File: src/rtl/eth_parser_sequencer.sv
// Rx packet sequencer: runs the MAC decoder, reads the EtherType word, then hands the
// packet to the ARP or IP parser, starts transmit on success and releases the Rx buffer.
module eth_parser_sequencer #(
  parameter int unsigned Eth_WORD_WIDTH = 16,
  parameter int unsigned ETYPE_ADDR     = 6,
  parameter logic [15:0] ETYPE_ARP      = 16'h0806,
  parameter logic [15:0] ETYPE_IP       = 16'h0800,
  parameter int unsigned TIMEOUT        = 255
) (
  input  logic                      Clock,
  input  logic                      Reset,
  input  logic                      Rx_Pkt_Ready,
  output logic                      Rx_Pkt_Done,
  output logic                      MAC_RQ,
  input  logic                      MAC_Next,
  input  logic                      MAC_Err,
  output logic                      ARP_RQ,
  input  logic                      ARP_Done,
  input  logic                      ARP_Err,
  output logic                      IP_RQ,
  input  logic                      IP_Done,
  input  logic                      IP_Err,
  output logic                      Rx_Addr_Own,
  output logic [10:0]               Rx_Addr,
  input  logic [Eth_WORD_WIDTH-1:0] Rx_Data,
  input  logic                      Tx_Busy,
  output logic                      Tx_Start,
  output logic                      Pkt_Drop,
  output logic [15:0]               Drop_Cnt
);

  localparam int unsigned WordW  = Eth_WORD_WIDTH;
  localparam int unsigned CntW   = 8;
  localparam int unsigned AddrW  = 11;
  localparam int unsigned DropW  = 16;

  localparam logic [2:0] IDLE      = 3'd0;
  localparam logic [2:0] MAC       = 3'd1;
  localparam logic [2:0] ETYPE_ADR = 3'd2;
  localparam logic [2:0] ETYPE_CHK = 3'd3;
  localparam logic [2:0] ARP       = 3'd4;
  localparam logic [2:0] IP        = 3'd5;
  localparam logic [2:0] TX_WAIT   = 3'd6;
  localparam logic [2:0] RELEASE   = 3'd7;

  logic [2:0]       state_q, state_d;
  logic [CntW-1:0]  cnt_q, cnt_d;
  logic [DropW-1:0] drop_cnt_q, drop_cnt_d;
  logic [AddrW-1:0] rx_addr_q, rx_addr_d;
  logic             mac_rq_q, mac_rq_d;
  logic             arp_rq_q, arp_rq_d;
  logic             ip_rq_q, ip_rq_d;
  logic             rx_addr_own_q, rx_addr_own_d;
  logic             rx_pkt_done_q, rx_pkt_done_d;
  logic             tx_start_q, tx_start_d;
  logic             pkt_drop_q, pkt_drop_d;

  logic             stage_to;
  logic             in_stage;
  logic             drop;
  logic             tx_go;

  // Next state, stage counter and the registered-output image of the next state.
  always_comb begin
    state_d    = state_q;
    cnt_d      = cnt_q;
    drop       = 1'b0;
    tx_go      = 1'b0;
    stage_to   = (cnt_q == CntW'(TIMEOUT - 1));
    in_stage   = (state_q == MAC) || (state_q == ARP) || (state_q == IP);

    case (state_q)
      IDLE: begin
        if (Rx_Pkt_Ready) state_d = MAC;
      end
      MAC: begin
        if (MAC_Next)                  state_d = ETYPE_ADR;
        else if (MAC_Err || stage_to)  drop = 1'b1;
      end
      ETYPE_ADR: begin
        state_d = ETYPE_CHK;
      end
      ETYPE_CHK: begin
        if (Rx_Data == WordW'(ETYPE_ARP))     state_d = ARP;
        else if (Rx_Data == WordW'(ETYPE_IP)) state_d = IP;
        else                                  drop = 1'b1;
      end
      ARP: begin
        if (ARP_Done)                  state_d = TX_WAIT;
        else if (ARP_Err || stage_to)  drop = 1'b1;
      end
      IP: begin
        if (IP_Done)                   state_d = TX_WAIT;
        else if (IP_Err || stage_to)   drop = 1'b1;
      end
      TX_WAIT: begin
        if (!Tx_Busy) begin
          tx_go   = 1'b1;
          state_d = RELEASE;
        end
      end
      RELEASE: begin
        state_d = IDLE;
      end
      default: begin
        state_d = IDLE;
      end
    endcase

    if (drop) state_d = RELEASE;

    // Any state change restarts the count, so each stage starts from zero.
    if (state_d != state_q) cnt_d = '0;
    else if (in_stage)      cnt_d = cnt_q + CntW'(1);

    mac_rq_d      = (state_d == MAC);
    arp_rq_d      = (state_d == ARP);
    ip_rq_d       = (state_d == IP);
    rx_addr_own_d = (state_d == ETYPE_ADR) || (state_d == ETYPE_CHK);
    rx_addr_d     = rx_addr_own_d ? AddrW'(ETYPE_ADDR) : '0;
    rx_pkt_done_d = (state_d == RELEASE);
    tx_start_d    = tx_go;
    pkt_drop_d    = drop;
    drop_cnt_d    = (drop && (drop_cnt_q != '1)) ? drop_cnt_q + DropW'(1) : drop_cnt_q;
  end

  always_ff @(posedge Clock or posedge Reset) begin
    if (Reset) begin
      state_q       <= IDLE;
      cnt_q         <= '0;
      drop_cnt_q    <= '0;
      rx_addr_q     <= '0;
      mac_rq_q      <= 1'b0;
      arp_rq_q      <= 1'b0;
      ip_rq_q       <= 1'b0;
      rx_addr_own_q <= 1'b0;
      rx_pkt_done_q <= 1'b0;
      tx_start_q    <= 1'b0;
      pkt_drop_q    <= 1'b0;
    end else begin
      state_q       <= state_d;
      cnt_q         <= cnt_d;
      drop_cnt_q    <= drop_cnt_d;
      rx_addr_q     <= rx_addr_d;
      mac_rq_q      <= mac_rq_d;
      arp_rq_q      <= arp_rq_d;
      ip_rq_q       <= ip_rq_d;
      rx_addr_own_q <= rx_addr_own_d;
      rx_pkt_done_q <= rx_pkt_done_d;
      tx_start_q    <= tx_start_d;
      pkt_drop_q    <= pkt_drop_d;
    end
  end

  assign MAC_RQ      = mac_rq_q;
  assign ARP_RQ      = arp_rq_q;
  assign IP_RQ       = ip_rq_q;
  assign Rx_Addr_Own = rx_addr_own_q;
  assign Rx_Addr     = rx_addr_q;
  assign Rx_Pkt_Done = rx_pkt_done_q;
  assign Tx_Start    = tx_start_q;
  assign Pkt_Drop    = pkt_drop_q;
  assign Drop_Cnt    = drop_cnt_q;

endmodule

File: config.mk
export PLATFORM = sky130hd
export DESIGN_NAME = eth_parser_sequencer
export DESIGN_NICKNAME = d
export VERILOG_FILES = /design/src/rtl/eth_parser_sequencer.sv
export SDC_FILE = /design/constraint.sdc
export NUM_CORES = 1
export LEC_CHECK = 0
export CAP_MARGIN = 20
export CORE_MARGIN = 3
export CORE_UTILIZATION = 43
export CTS_BUF_LIST = sky130_fd_sc_hd__clkbuf_8
export CTS_CLUSTER_SIZE = 16
export DETAILED_ROUTE_END_ITERATION = 8
export PLACE_DENSITY = 0.77
export SLEW_MARGIN = 0
export SYNTH_ARGS = -nofsm -noshare
export SYNTH_HDL_FRONTEND = slang
export SYNTH_SLANG_ARGS = --single-unit
File: constraint.sdc
create_clock -name Clock -period 1.9 [get_ports Clock]
set_input_delay 0.285 -clock Clock [delete_from_list [all_inputs] [get_ports Clock]]
set_output_delay 0.285 -clock Clock [all_outputs]
set_load 0.005 [all_outputs]
==> metrics.txt, run 1 <==
outcome=completed; area of the multi-input gates=1010 um2; post-layout util=0.670; clock skew=6.07 ps; kind of critical path=primary input to flip-flop; first-pass iteration count of the detailed router=4; Reg power frac=0.310; Cells after Synth=180; initial antenna violation count=0; slew margin rel.=0.640; Reg clk slew, reported paths=70 ps; startpoint type of the worst setup path=primary input; Storage cell area=851 um2; DR iter-0 viols=121; post-route cell area=2760 um2; DIE WIDTH=72.2 um; fraction of registers with async set/reset=1.00; GR Overflow Total=0; Yosys warning count=0; setup violators final=0; CTS hold repair buffers=0; max frequency=537 MHz; period utilization=0.979; io pins=60; Tot GR Track Use=0.174; leading area contributor after synthesis=dfrtp_1; placed inst area=2540 um2; Crit-path slowest cell=clkdlybuf4s50_1; post-synthesis sequential element count=34; input/output buffers=50; maxcap violations=0; H-tree levels=2; Die H=72.2 um; syn avg cell area=10.5 um2; area delta synth->final=46.3%; Fin. Hold Viols=0; Hold/Removal Path Class=primary input to async pin; CP required=2090 ps; largest stage delay on the critical path=430 ps; routability cong.=0.838; core area=4120 um2; Lkg Pwr=1.19 nW; Worst Setup End Kind=flip-flop; row cnt=23; largest net degree at the start of global routing=35; Top delay family on crit path=buffers and inverters; final slew viol count=0; Non-Filler Instances=307; Routed WL=4.27 mm; Placed Instances=295; fillcell total=329; HPWL Detailed=3.07 mm; Slew @ Worst Pin=534 ps; Synth area leaders=dfrtp_1 45%, xnor2_1 7.9%, buf_4 4.8%; ordered cell list for the critical path=clkdlybuf4s50_1 -> nor4b_2 -> nand4_1 -> buf_4 -> o21bai_4 -> nand2_4 -> nand3_1 -> mux2_2; final critical-path required period=1860 ps; CTS Buffer Depth=2; number of flops mapped to enable cells by yosys=0; diodes inserted=0; crit path DAT=2050 ps; routed via count=1,553; Synth cell types=46; clk root buf=clkbuf_8; Die Area=5210 um2; share of layout cells above drive strength 1=0.241; clk_lat worst skew=300 ps; Post-Syn Area=1880 um2; internal power=0.00221 W; Clk pwr share=0.191; first-pass GRT wire length=7.04 mm; RSZ-0062 raised after global routing=yes; Post-Route Setup TNS=0 ps; CP max FO=4; number of global-route vias before repair=1,567; Psw=0.00118 W; drt drc=0; Synth top area share=0.452; routed vias/inst=5.06; combinational power share=0.499; net count reported at finish=285; number of CTS-inserted buffers=5; Setup WS pre-CTS=-282 ps; CTS tree=built; Sw Share=0.348; WL per Instance=13.9 um; predominant post-synthesis flop cell=dfrtp_1; power per cell area=1230 nW/um2; Max IR drop VDD=772 uV; sequential share of the synthesized area=0.452; clk sinks=34; crit path buf inv count=2; Worst Slack Setup Final=39.4 ps; Initial Utilization=0.458; post-route ant nets=0
## area by class of cell
type	count	area share
Multi-Input combinational cell	133	0.365
Clock inverter	3	0.0136
Timing Repair Buffer	75	0.255
Sequential cell	34	0.309
Tap cell	50	0.0227
Inverter	7	0.00953
Clock buffer	5	0.0250
## metal layers
metal | share of wire | global-route usage | up-vias | wire length [um]
li1 | - | - | 766 | -
met5 | 0 | 0 | - | 0
met2 | 0.48 | 0.276 | 43 | 2060
met1 | 0.44 | 0.223 | 738 | 1890
met3 | 0.061 | 0.0609 | 6 | 259
met4 | 0.013 | 0.0564 | 0 | 55
## worst min-delay path, cell delays in order
cell and delay [ps]:
clkdlybuf4s50_1 390, inv_1 50, buf_4 370
## cells by family after synthesis
group	count (synthesis)	share of synthesized area
AO/OA/AOI/OAI	17	0.0764
flip-flops	34	0.452
XOR/XNOR	22	0.102
AND/OR/NAND/NOR	79	0.258
buffers and inverters	21	0.0704
multiplexers	3	0.0199
adder cells (fa/ha/maj)	3	0.0199
other	1	0.00199
## what timing repair did
item,CTS,global route
setup buffers,0,4
setup endpoints to repair,8,20
cloned,0,0
endpoints found under the hold margin,0,0
pin swaps,1,9
gates resized for setup,5,9
## synth_stat cells, types with 2 or more instances
master,count
a211oi_2,2
and4_1,4
o21ai_0,2
nand2b_1,2
nand2_1,9
xor2_1,5
nand4_1,8
buf_4,12
nand3_1,12
and3_1,6
inv_1,6
a21oi_1,3
mux2_2,2
or2_2,3
nor4_1,3
xnor2_1,17
o21bai_1,2
nor3b_2,2
nor2_1,17
dfrtp_1,34
nor3_1,2
ha_1,3
## sequential cells by signal, indices dropped and copies added, names as in the netlist
register     flops
Tx_Start         1
Pkt_Drop         1
IP_RQ            1
Rx_Addr          1
ARP_RQ           1
state_q          3
MAC_RQ           1
Drop_Cnt        16
Rx_Pkt_Done      1
cnt_q            8
## stage by stage
| step | power (W) | hold WS, ps |
|---|---|---|
| 2_1_floorplan | 0.00193 | 427 |
| 3_3_place_gp | 0.00263 | 490 |
| 3_5_place_dp | 0.00265 | 491 |
| 4_1_cts | 0.00336 | 391 |
| 5_1_grt | 0.00363 | 421 |
| 6_report | 0.00340 | 375 |
## cells in the final DEF, fill, tap and decap left out, types with 2 or more instances in the layout
master           instances
a21oi_1                  3
and3_1                   6
and4_1                   4
buf_4                   23
clkbuf_8                 5
clkdlybuf4s50_1         50
conb_1                   9
dfrtp_1                 34
ha_1                     2
inv_1                    8
mux2_2                   2
nand2_1                  9
nand2b_1                 2
nand3_1                  8
nand3_2                  3
nand4_1                  8
nor2_1                  17
nor3_1                   2
nor4_1                   2
nor4b_2                  2
o21ai_0                  2
or2_2                    3
xnor2_1                 17
xor2_1                   5
## power by group through the flow
stage / clock (W) / combinational (W) / sequential (W)
after detailed placement: 0 / 0.00159 / 0.00106
after global placement: 0 / 0.00158 / 0.00106
final: 0.000647 / 0.00170 / 0.00105
after CTS: 0.000661 / 0.00165 / 0.00105
after floorplan: 0 / 0.000894 / 0.00104
after global routing: 0.000697 / 0.00186 / 0.00107
## final timing paths
check / start / end / slack [ps] / cells past startpoint
setup / recovery: Rx_Data[6] / Drop_Cnt[14]$_DFFE_PP0P_ / 40 / 8
hold / removal: Reset / cnt_q[3]$_DFFE_PP0P_ / 380 / 3
setup reg to reg: state_q[2]$_DFF_PP0_ / Drop_Cnt[10]$_DFFE_PP0P_ / 40 / 7
hold reg to reg: Drop_Cnt[11]$_DFFE_PP0P_ / Drop_Cnt[11]$_DFFE_PP0P_ / 490 / 1
max in group asynchronous: Reset / Rx_Addr[1]$_DFF_PP0_ / 1220 / 3
min in group Clock: Drop_Cnt[11]$_DFFE_PP0P_ / Drop_Cnt[11]$_DFFE_PP0P_ / 490 / 1
(Power assumes the default switching activity.)
==> run 2, diff against run 1 <==
--- a/config.mk
+++ b/config.mk
@@ -12,7 +12,7 @@
 export CTS_CLUSTER_SIZE = 16
 export DETAILED_ROUTE_END_ITERATION = 8
 export PLACE_DENSITY = 0.77
-export SLEW_MARGIN = 0
+export SLEW_MARGIN = 20
 export SYNTH_ARGS = -nofsm -noshare
 export SYNTH_HDL_FRONTEND = slang
 export SYNTH_SLANG_ARGS = --single-unit
==> results of run 2 <==
Same layout as run 1: the final DEF is identical, and so are final timing and power.
==> run 3, diff against run 2 <==
--- a/config.mk
+++ b/config.mk
@@ -9,10 +9,8 @@
 export CORE_MARGIN = 3
 export CORE_UTILIZATION = 43
 export CTS_BUF_LIST = sky130_fd_sc_hd__clkbuf_8
-export CTS_CLUSTER_SIZE = 16
 export DETAILED_ROUTE_END_ITERATION = 8
 export PLACE_DENSITY = 0.77
-export SLEW_MARGIN = 20
 export SYNTH_ARGS = -nofsm -noshare
 export SYNTH_HDL_FRONTEND = slang
 export SYNTH_SLANG_ARGS = --single-unit
==> results of run 3 <==
Same layout as run 1: the final DEF is identical, and so are final timing and power.
